`src/rtl/bb_adc_pkg.sv`:
```
// Shared definitions for the BB ADC readout path: state encodings, the
// default data width and the accumulator width rule.
package bb_adc_pkg;

  localparam int DW_DEFAULT = 12;

  localparam logic [1:0] ST_IDLE    = 2'd0;
  localparam logic [1:0] ST_REQ     = 2'd1;
  localparam logic [1:0] ST_RELEASE = 2'd2;
  localparam logic [1:0] ST_GAP     = 2'd3;

  typedef enum logic [1:0] {
    S_IDLE    = ST_IDLE,
    S_REQ     = ST_REQ,
    S_RELEASE = ST_RELEASE,
    S_GAP     = ST_GAP
  } readout_state_t;

  // Up to 8 samples of DW bits each: three extra bits hold 8*(2^DW-1).
  function automatic int acc_width(input int dw);
    return dw + 3;
  endfunction

endpackage

```
`src/rtl/bb_cycle_timer.sv`:
```
// CE-qualified up-counter with synchronous clear and a terminal-count
// compare against a caller-supplied value.
module bb_cycle_timer
  import bb_adc_pkg::*;
#(
  parameter int TW = 8
) (
  input  logic          clk,
  input  logic          rst_n,
  input  logic          ce,
  input  logic          clr,
  input  logic          inc,
  input  logic [TW-1:0] term,
  output logic          tc
);

  logic [TW-1:0] count;

  // Count register: clear wins over increment; frozen when ce is low.
  always_ff @(posedge clk or negedge rst_n) begin
    if (!rst_n) begin
      count <= '0;
    end else if (ce) begin
      if (clr) begin
        count <= '0;
      end else if (inc) begin
        count <= count + TW'(1);
      end
    end
  end

  assign tc = (count == term);

endmodule

```
`src/rtl/bb_adc_readout.sv`:
```
// Requests NSAMP+1 conversions from the BB ADC controller, sums the
// captured words and presents the sum with VALID; flags a stalled
// controller with a sticky TIMEOUT.
//
// state   | meaning
// --------+---------------------------------------------------------
// IDLE    | waiting for START with DATAREADY low
// REQ     | STROBE/READBB high, waiting for DATAREADY (timed)
// RELEASE | sample captured, waiting for DATAREADY to drop
// GAP     | idle spacing before the next sample request
module bb_adc_readout
  import bb_adc_pkg::*;
#(
  parameter int DW  = DW_DEFAULT,
  parameter int TMO = 255,
  parameter int GAP = 2
) (
  input  logic          CLK,
  input  logic          RST_N,
  input  logic          CE,
  input  logic          START,
  input  logic [2:0]    NSAMP,
  input  logic          DATAREADY,
  input  logic [DW-1:0] ADC_DOUT,
  output logic          STROBE,
  output logic          READBB,
  output logic [DW+2:0] RESULT,
  output logic          VALID,
  output logic          BUSY,
  output logic          TIMEOUT
);

  localparam int AW = acc_width(DW);
  localparam int TW = $clog2(((TMO > GAP) ? TMO : GAP) + 1);

  readout_state_t state, state_nx;
  logic [AW-1:0]  acc, acc_nx;
  logic [2:0]     remaining, remaining_nx;
  logic           strobe_nx;
  logic [AW-1:0]  result_nx;
  logic           valid_nx, busy_nx, timeout_nx;
  logic           timer_clr, timer_inc, timer_tc;
  logic [TW-1:0]  timer_term;

  // One timer serves both the request timeout and the inter-sample gap.
  assign timer_term = (state == S_GAP) ? TW'(GAP - 1) : TW'(TMO - 1);

  bb_cycle_timer #(.TW(TW)) u_timer (
    .clk   (CLK),
    .rst_n (RST_N),
    .ce    (CE),
    .clr   (timer_clr),
    .inc   (timer_inc),
    .term  (timer_term),
    .tc    (timer_tc)
  );

  // State and output registers; everything holds while CE is low.
  always_ff @(posedge CLK or negedge RST_N) begin
    if (!RST_N) begin
      state     <= S_IDLE;
      acc       <= '0;
      remaining <= '0;
      STROBE    <= 1'b0;
      READBB    <= 1'b0;
      RESULT    <= '0;
      VALID     <= 1'b0;
      BUSY      <= 1'b0;
      TIMEOUT   <= 1'b0;
    end else if (CE) begin
      state     <= state_nx;
      acc       <= acc_nx;
      remaining <= remaining_nx;
      STROBE    <= strobe_nx;
      READBB    <= strobe_nx;
      RESULT    <= result_nx;
      VALID     <= valid_nx;
      BUSY      <= busy_nx;
      TIMEOUT   <= timeout_nx;
    end
  end

  // Next-state and next-output logic; capture takes priority over timeout.
  always_comb begin
    state_nx     = state;
    acc_nx       = acc;
    remaining_nx = remaining;
    strobe_nx    = STROBE;
    result_nx    = RESULT;
    valid_nx     = VALID;
    busy_nx      = BUSY;
    timeout_nx   = TIMEOUT;
    timer_clr    = 1'b0;
    timer_inc    = 1'b0;

    case (state)
      S_IDLE: begin
        if (START && !DATAREADY) begin
          state_nx     = S_REQ;
          strobe_nx    = 1'b1;
          busy_nx      = 1'b1;
          valid_nx     = 1'b0;
          timeout_nx   = 1'b0;
          acc_nx       = '0;
          remaining_nx = NSAMP;
          timer_clr    = 1'b1;
        end
      end

      S_REQ: begin
        if (DATAREADY) begin
          acc_nx    = acc + AW'(ADC_DOUT);
          strobe_nx = 1'b0;
          state_nx  = S_RELEASE;
        end else if (timer_tc) begin
          strobe_nx  = 1'b0;
          timeout_nx = 1'b1;
          busy_nx    = 1'b0;
          state_nx   = S_IDLE;
        end else begin
          timer_inc = 1'b1;
        end
      end

      S_RELEASE: begin
        if (!DATAREADY) begin
          if (remaining == 3'd0) begin
            result_nx = acc;
            valid_nx  = 1'b1;
            busy_nx   = 1'b0;
            state_nx  = S_IDLE;
          end else begin
            remaining_nx = remaining - 3'd1;
            timer_clr    = 1'b1;
            state_nx     = S_GAP;
          end
        end
      end

      S_GAP: begin
        if (timer_tc) begin
          strobe_nx = 1'b1;
          timer_clr = 1'b1;
          state_nx  = S_REQ;
        end else begin
          timer_inc = 1'b1;
        end
      end

      default: state_nx = S_IDLE;
    endcase
  end

endmodule

```
`config.mk`:
```
export PLATFORM = sky130hd
export DESIGN_NAME = bb_adc_readout
export DESIGN_NICKNAME = d
export VERILOG_FILES = /design/src/rtl/bb_adc_pkg.sv /design/src/rtl/bb_cycle_timer.sv /design/src/rtl/bb_adc_readout.sv
export SDC_FILE = /design/constraint.sdc
export NUM_CORES = 1
export LEC_CHECK = 0
export CELL_PAD_IN_SITES_DETAIL_PLACEMENT = 0
export CELL_PAD_IN_SITES_GLOBAL_PLACEMENT = 1
export CORE_AREA = 2 2 82 84
export DETAILED_ROUTE_END_ITERATION = 10
export DIE_AREA = 0 0 84 86
export GPL_ROUTABILITY_DRIVEN = 1
export PLACE_DENSITY_LB_ADDON = 0.25
export SYNTH_ARGS = -nofsm -noshare
export SYNTH_HDL_FRONTEND = slang
export SYNTH_SLANG_ARGS = --single-unit
```
`constraint.sdc`:
```
create_clock -name CLK -period 5.2 [get_ports CLK]
set_input_delay 1.04 -clock CLK [delete_from_list [all_inputs] [get_ports CLK]]
set_output_delay 1.04 -clock CLK [all_outputs]
set_load 0.005 [all_outputs]
```
# After elaboration in Yosys (flattened, before gate mapping)
# Index checks and enable logic that the tools add are counted.
[op_classes] n_addsub=3 eq_ne=13 mux=40 n_bitwise=1 reduce_logical=18
[op_table] cell="15-bit two-way mux" n=2
[op_table] cell="15-bit case mux with 2 select lines" n=1
[op_table] cell="5-bit AND reduction" n=5
[op_table] cell="8-bit two-way mux" n=3
[op_table] cell="1-bit two-way mux" n=17
[op_table] cell="2-bit inequality test, second input constant" n=8
[op_table] cell="15-bit by 12-bit adder with 15-bit output" n=1
[op_table] cell="2-bit two-way mux" n=6
[op_table] cell="3-bit two-way mux" n=3
[op_table] cell="1-bit case mux with 3 select lines" n=3
[op_table] cell="8-bit by 1-bit adder with 8-bit output, second input constant" n=1
[op_table] cell="8-bit equality test" n=1
[op_table] cell="2-bit case mux with 4 select lines" n=1
[op_table] cell="4-bit AND reduction" n=2
[op_table] cell="7-bit AND reduction" n=1
[op_table] cell="1-bit case mux with 2 select lines" n=3
[op_table] cell="3-bit case mux with 2 select lines" n=1
[op_table] cell="2-bit nonzero test" n=3
[op_table] cell="3-bit nonzero test" n=2
[op_table] cell="2-bit equality test, second input constant" n=2
[op_table] cell="3-bit logical NOT" n=1
[op_table] cell="3-bit inequality test, second input constant" n=1
[op_table] cell="3-bit by 1-bit subtractor with 3-bit output, second input constant" n=1
[op_table] cell="2-bit by 1-bit equality test with 1-bit output, second input constant" n=1
[op_table] cell="other kinds (5)" n=5
[word_totals] register_bits=47 input_bits=20 output_inout_bits=20 elab_cells=84

# Depth between registers and ports, before layout
# Gate-level depths: netlist of run 1.
[depth] ltp_word=8 ltp_mapped=9 depth_no_buf=8

# By module
# Synthesis of run 1 repeated with hierarchy kept, for this count alone.
[unflattened] hier_cells=305 hier_area_um2=2921.6
[modules_own_cells] mod="bb_adc_readout" n_inst=1 cells_each=241 area_per_inst_um2=2342.2 seq_area_each_um2=975.9
[modules_own_cells] mod="bb_cycle_timer" n_inst=1 cells_each=64 area_per_inst_um2=579.3 seq_area_each_um2=200.2

# Worst setup path after synthesis of run 1
# Ideal clock, no wire load.
[synth_path] path_type="input to register" start="input port ADC_DOUT[0]" end="register acc[8]" setup_time_ns=0.132 arrival_ns=2.638 required_ns=5.068 slack_ns=2.430 stages=8 n_path_buf=0 cell_sequence="ha_1 > fa_1 > a21o_1 > a221oi_1 > o21bai_1 > a21oi_1 > xor2_1 > o21ai_1"
[synth_between] elab_chain_len=3
[synth_lines] element="start: declaration" line_no="bb_adc_readout.sv:24" source="input logic [DW-1:0] ADC_DOUT,"
[synth_lines] element="15-bit by 12-bit adder with 15-bit output" line_no="bb_adc_readout.sv:112" source="acc_nx = acc + AW'(ADC_DOUT);"
[synth_lines] element="15-bit two-way mux" line_no="bb_adc_readout.sv:111" source="if (DATAREADY) begin"
[synth_lines] element="15-bit case mux with 2 select lines" line_no="bb_adc_readout.sv:96" source="case (state)"
[synth_lines] element="end signal: assignment" line_no="bb_adc_readout.sv:72" source="acc <= acc_nx;"
[synth_lines] element="end: declaration" line_no="bb_adc_readout.sv:37" source="logic [AW-1:0] acc, acc_nx;"
# No other way between the ends. The select of a mux whose other input is x is not followed.
# A chain may end at the register's enable or synchronous reset.

# Worst setup path after layout of run 1
[layout_path] start="input port ADC_DOUT[0]" end="register acc[14]"
# Same word-level chain as after synthesis.

==> metrics.csv, run 1 <==
metric;value;unit
status;finished, final reports clean;
cts hold-fix bufs;0;
fillers;580;
htree depth;2;
CP max-delay cell;clkdlybuf4s50_1;
crit share post-route;60.5;%
Clk pin slew, worst setup/hold paths;0.09;ns
drt wl/cell;14.2;um
Pleak;1.52;nW
vias per cell;5.27;
die area;0.00722;mm^2
HP Class;flip-flop to flip-flop;
Worst Setup End Kind;flip-flop;
IO Count;40;
post-synth top area share;42.2;%
top achievable clock speed;318;MHz
Synth area leader;dfrtp_1;
initial cell density of the core;44.4;%
final worst slack;2.06;ns
PD cells;431;mW/mm^2
fin nets;364;
CP Class;primary input to flip-flop;
EDFF count, synth;0;
Fin Setup TNS;0;ns
First DRT Iteration DRCs;53;
Slew headroom;28.7;%
crit-path cells;clkdlybuf4s50_1, ha_1, fa_1, a21o_1, a22o_1, a311oi_1, o21ai_1, nand4_1, mux2i_1;
fraction of layout cells with a size suffix above 1;9.54;%
Unique masters post-synth;50;
vias in the first global route;2053;
setup bufs post-CTS;0;
Yosys warning count;0;
CP max FO;3;
grt ovf;0;
Layout Skew;0.0105;ns
Final Hold Vio Count;0;
Synthesized Nets;326;
Critical Path RT;5.43;ns
largest cells by area after synthesis;dfrtp_1 (42%), ha_1 (8.5%), mux2_2 (6.5%);
Syn Area/Cell;9.74;um^2
RSZ-0062 raised after global routing;false;
TritonCTS clock tree;yes;
antenna violations before repair;0;
gr usage total;16.6;%
Post-Route WL;5700;um
TritonCTS Buffers;5;
ys flop type;dfrtp_1;
CTS Root Cell;clkbuf_8;
Die Y;86;um
number of remaining DRC errors;0;
die width;84;um
Final HPWL DP;4140;um
Startpoint Class;primary input;
Core ar.;0.00628;mm^2
max_cap viols;0;
largest net degree at the start of global routing;48;
DP Worst Slack;1.76;ns
Mapped Cells;286;
Setup-failing EPs final;0;
PortBufs;39;
Worst-Skew Late Latency;0.30;ns
standard-cell rows;29;
ant diodes;0;
Tmin final;3.14;ns
drt pass-1 iters;6;
Resize count post-CTS;0;
maximum vdd drop;0.181;mV
Placer Congestion;0.852;
clock tree buffer depth;2;
Worst path max stage delay;0.45;ns
max-slew violations;0;
Post-Syn Area;0.00279;mm^2
area delta synth->final;19.1;%
Seq cells post-synth;47;
first-pass GRT wire length;9740;um
CTS sink cnt;47;
via count;2120;
Slew @ Worst Pin;1.07;ns
Worst EP arrival;3.38;ns
asr flop ratio synth;100;%
Seq/Total Area, Yosys;42.2;%
Antenna Nets Post-Route;0;
[layer usage]
layer | wire (um) | global-route usage, % | vias up
met2 | 2480 | 25.6 | 39
met3 | 242 | 3.56 | 7
met5 | 0 | 0 | -
met1 | 2920 | 23.8 | 982
li1 | - | - | 1092
met4 | 57 | 4.69 | 0
[power by group]
| group | total [mW] | internal, mW | leakage, nW | switching [mW] |
|---|---|---|---|---|
| sequential | 0.563 | 0.470 | 0.615 | 0.0931 |
| clock | 0.216 | 0.0923 | 0.0477 | 0.124 |
| combinational | 0.649 | 0.301 | 0.853 | 0.348 |
| total | 1.43 | 0.863 | 1.52 | 0.565 |
[layout make-up]
class / instances / area, um^2 / share of cell area [%]
multi-input cells: 218 / 1530 / 46.0
flip-flops and latches: 47 / 1180 / 35.5
repair buffers: 39 / 385 / 11.6
well taps: 77 / 96.3 / 2.90
clock buffers: 5 / 68.8 / 2.07
inverters: 13 / 48.8 / 1.47
clock inverters: 3 / 15.0 / 0.453
[logic make-up after synthesis]
family | synth area share [%]
xor gates and xnor gates | 3.14
and+or+nand+nor | 18.6
muxes | 9.34
adders and majority gates | 9.25
DFF | 42.2
AOI/OAI and AO/OA | 14.4
buffers and inverters | 2.96
[Yosys cell counts, types with 2 or more instances]
cell type  number
dfrtp_1        47
nand2_1        41
a21oi_1        19
ha_1           19
mux2_2         16
inv_1          13
o21ai_1        13
o21ai_0        12
nand3_1        11
nor2_1         10
mux2i_1         8
nand2b_1        7
clkbuf_1        6
nor2b_1         6
xnor2_1         5
xor2_1          5
nor3_1          4
o21bai_1        3
or3_1           3
a21o_1          2
a221oi_1        2
a311o_1         2
and2_1          2
and4_1          2
nand4_1         2
o21a_1          2
[stage by stage]
step / instances / total power [mW] / area, um^2 / hold slack, ns / util (%)
CTS: 402 / 1.44 / 3320 / 0.493 / 52.8
floorplan: 286 / 1.03 / 2790 / 0.450 / -
global route: 402 / 1.56 / 3320 / 0.522 / 52.8
global placement: 394 / 1.21 / 3230 / 0.465 / 51.5
detailed placement: 394 / 1.22 / 3230 / 0.473 / 51.5
finish: 402 / 1.43 / 3320 / 0.487 / 52.8
[path summary, 6_finish.rpt]
kind	cells after the start	slack, ns	from	endpoint
min	2	0.49	remaining[0]	remaining[0]
max	9	2.06	ADC_DOUT[0]	acc[14]
min reg2reg	2	0.49	remaining[0]	remaining[0]
min in group asynchronous	1	0.93	RST_N	u_timer.count[2]
max in group asynchronous	1	3.61	RST_N	acc[5]
max reg2reg	4	2.82	state[0]	RESULT[2]
[registers in the layout, indices dropped and copies added, names as in the netlist]
signal         flops
RESULT            15
acc               15
u_timer.count      8
remaining          3
state              2
BUSY               1
READBB             1
TIMEOUT            1
VALID              1
[placed cells by master (no fill, tap or decap), types with 2 or more instances in the layout]
master and count:
dfrtp_1 47, nand2_1 41, clkdlybuf4s50_1 38, a21oi_1 19, ha_1 19, mux2_2 16, inv_1 13, o21ai_1 13
o21ai_0 12, nand3_1 11, nor2_1 10, mux2i_1 8, nand2b_1 7, nor2b_1 6, xnor2_1 5, xor2_1 5
clkbuf_8 5, nor3_1 4, or3_1 3, o21bai_1 3, clkinv_2 3, a21o_1 2, and2_1 2, a221oi_1 2
o21a_1 2, and4_1 2, nand4_1 2, a311o_1 2
[critical path, delay by kind of cell]
kind | cells | cell delay (ns)
AO/OA/AOI/OAI | 4 | 0.93
AND/OR/NAND/NOR | 1 | 0.12
multiplexers | 1 | 0.18
adder cells (fa/ha/maj) | 2 | 0.66
buffers and inverters | 1 | 0.45
Power figures use the tool's default switching activity.
==> run 2, diff against run 1 <==
Settings changed: CORE_AREA 2 2 82 84 to 2 2 89 91, DIE_AREA 0 0 84 86 to 0 0 91 93.
Clock period 5.2 ns to 2.7 ns, I/O delays scaled along.
==> run 2 against run 1 <==
Against the previous run: global-route usage shrank 1.4 points; total power rose by 100%; first-iteration DRC count grew 43%; utilization down 6.6 points; highest routed layer unchanged.
==> metrics.csv, run 2 (synthesized netlist as in run 1, its figures left out) <==
metric;value;unit;change
Slew @ Worst Pin;0.475;ns;was 1.07 ns
vias in the first global route;2184;;was 2053
First DRT Iteration DRCs;76;;was 53
TritonCTS Buffers;5;;unchanged
DP Worst Slack;-0.234;ns;was 1.76 ns
Core ar.;0.00753;mm^2;was 0.00628 mm^2
TritonCTS clock tree;yes;;unchanged
fraction of layout cells with a size suffix above 1;13.9;%;was 9.54%
via count;2200;;was 2120
total power;2.88;mW;was 1.43 mW
grt ovf;0;;unchanged
CTS sink cnt;47;;unchanged
status;finished, final reports clean;;unchanged
die area;0.00846;mm^2;was 0.00722 mm^2
reg-to-reg slack, setup;0.43;ns;was 2.82 ns
max_cap viols;0;;unchanged
drt pass-1 iters;4;;was 6
Largest regs;RESULT (15), acc (15), u_timer.count (8);;unchanged
Worst Setup End Kind;flip-flop;;unchanged
fin nets;378;;was 364
PD cells;827;mW/mm^2;was 431 mW/mm^2
area of the multi-input gates;0.00154;mm^2;was 0.00153 mm^2
CP max FO;3;;unchanged
most common cell after layout, fill and taps aside;dfrtp_1;;unchanged
cts hold-fix bufs;0;;unchanged
Slew headroom;68.3;%;was 28.7%
ant diodes;0;;unchanged
Die Y;93;um;was 86 um
crit share post-route;94.2;%;
Setup-failing EPs final;0;;unchanged
vias per cell;4.99;;was 5.27
Tmin final;2.54;ns;
Post-Route WL;6060;um;was 5700 um
max-slew violations;0;;unchanged
largest net degree at the start of global routing;19;;was 48
antenna violations before repair;0;;unchanged
area delta synth->final;25.0;%;was 19.1%
HP Class;primary input to async pin;;was flip-flop to flip-flop
end point of the critical path;acc[14];;unchanged
CP Class;primary input to flip-flop;;unchanged
Placer Congestion;0.814;;was 0.852
standard-cell rows;32;;was 29
number of remaining DRC errors;0;;unchanged
Reg2Reg Depth;8;;was 4
drt wl/cell;13.7;um;was 14.2 um
Final HPWL DP;4570;um;was 4140 um
Resize count post-CTS;0;;unchanged
Clk pin slew, worst setup/hold paths;0.10;ns;was 0.09 ns
gr usage total;15.2;%;was 16.6%
top achievable clock speed;393;MHz;
fillers;775;;was 580
first-pass GRT wire length;10400;um;was 9740 um
Fin Setup TNS;0;ns;unchanged
Startpoint Class;primary input;;unchanged
Pleak;1.58;nW;was 1.52 nW
CP startpoint;ADC_DOUT[0];;unchanged
Worst-Skew Late Latency;0.31;ns;was 0.30 ns
Worst R2R End;acc[14];;was RESULT[2]
IO Count;40;;unchanged
setup bufs post-CTS;0;;unchanged
Antenna Nets Post-Route;0;;unchanged
maximum vdd drop;0.304;mV;was 0.181 mV
Reg area;0.00118;mm^2;unchanged
most frequent cells in the layout;dfrtp_1 (47), nand2_1 (41), clkdlybuf4s50_1 (38);;unchanged
FF-to-FF Start;acc[0];;was state[0]
Critical Path RT;2.93;ns;was 5.43 ns
Layout Skew;0.00726;ns;was 0.0105 ns
Final Hold Vio Count;0;;unchanged
Worst EP arrival;2.77;ns;was 3.38 ns
htree depth;2;;unchanged
PortBufs;39;;unchanged
Hold WS;0.179;ns;was 0.487 ns
CTS Root Cell;clkbuf_8;;unchanged
clock tree buffer depth;2;;unchanged
die width;91;um;was 84 um
initial cell density of the core;37.0;%;was 44.4%
final worst slack;0.156;ns;was 2.06 ns
[run 2: cell count changes in the layout (fill, tap and decap cells not counted), sizes merged]
cell,previous run,this run
clkinvlp,0,1
clkinv,3,1
clkbuf,5,6
buf,1,15
[run 2: layout make-up]
type                            instances  area share (%)
Clock inverter                          2           0.467
Sequential cell                        47            33.8
Multi-Input combinational cell        218            44.2
Clock buffer                            6            2.37
Inverter                               13            1.40
Tap cell                              102            3.67
Timing Repair Buffer                   53            14.1
[run 2: routing by layer]
| layer | up-vias | global-route usage [%] | share of wire [%] | routed length (um) |
|---|---|---|---|---|
| met5 | - | 0 | 0 | 0 |
| met3 | 8 | 2.10 | 3.0 | 183 |
| met2 | 37 | 24.2 | 44 | 2680 |
| met4 | 0 | 5.30 | 1.6 | 96 |
| li1 | 1119 | - | - | - |
| met1 | 1036 | 21.4 | 51 | 3100 |
[run 2: power by group]
part | total, mW | internal (mW) | switching, mW
Combinational | 1.33 | 0.639 | 0.691
Clock | 0.468 | 0.210 | 0.258
Sequential | 1.08 | 0.905 | 0.176
Total | 2.88 | 1.75 | 1.12
[run 2: worst min-delay path by stage]
stage	cells after the start	endpoint	slack, ns	start
finish	1	acc[1]	0.18	RST_N
floorplan	0	BUSY	0.24	RST_N
global placement	2	remaining[0]	0.47	remaining[0]
CTS	1	acc[1]	0.19	RST_N
global route	1	acc[1]	0.19	RST_N
detailed placement	2	remaining[0]	0.48	remaining[0]
[run 2: stage by stage]
stage / cell area (um^2) / std cells / util (%)
3_3_place_gp: 3370 / 433 / 44.8
2_1_floorplan: 2790 / 286 / -
3_5_place_dp: 3370 / 433 / 44.8
5_1_grt: 3480 / 441 / 46.2
4_1_cts: 3470 / 441 / 46.1
6_report: 3480 / 441 / 46.2
[run 2: worst max-delay path, stage by stage]
cell and delay (ns):
clkdlybuf4s50_1 0.43, ha_1 0.24, fa_1 0.41, a21o_1 0.23, a22o_1 0.20, a311oi_2 0.30
o21ai_1 0.11, nand4_1 0.11, mux2i_1 0.18
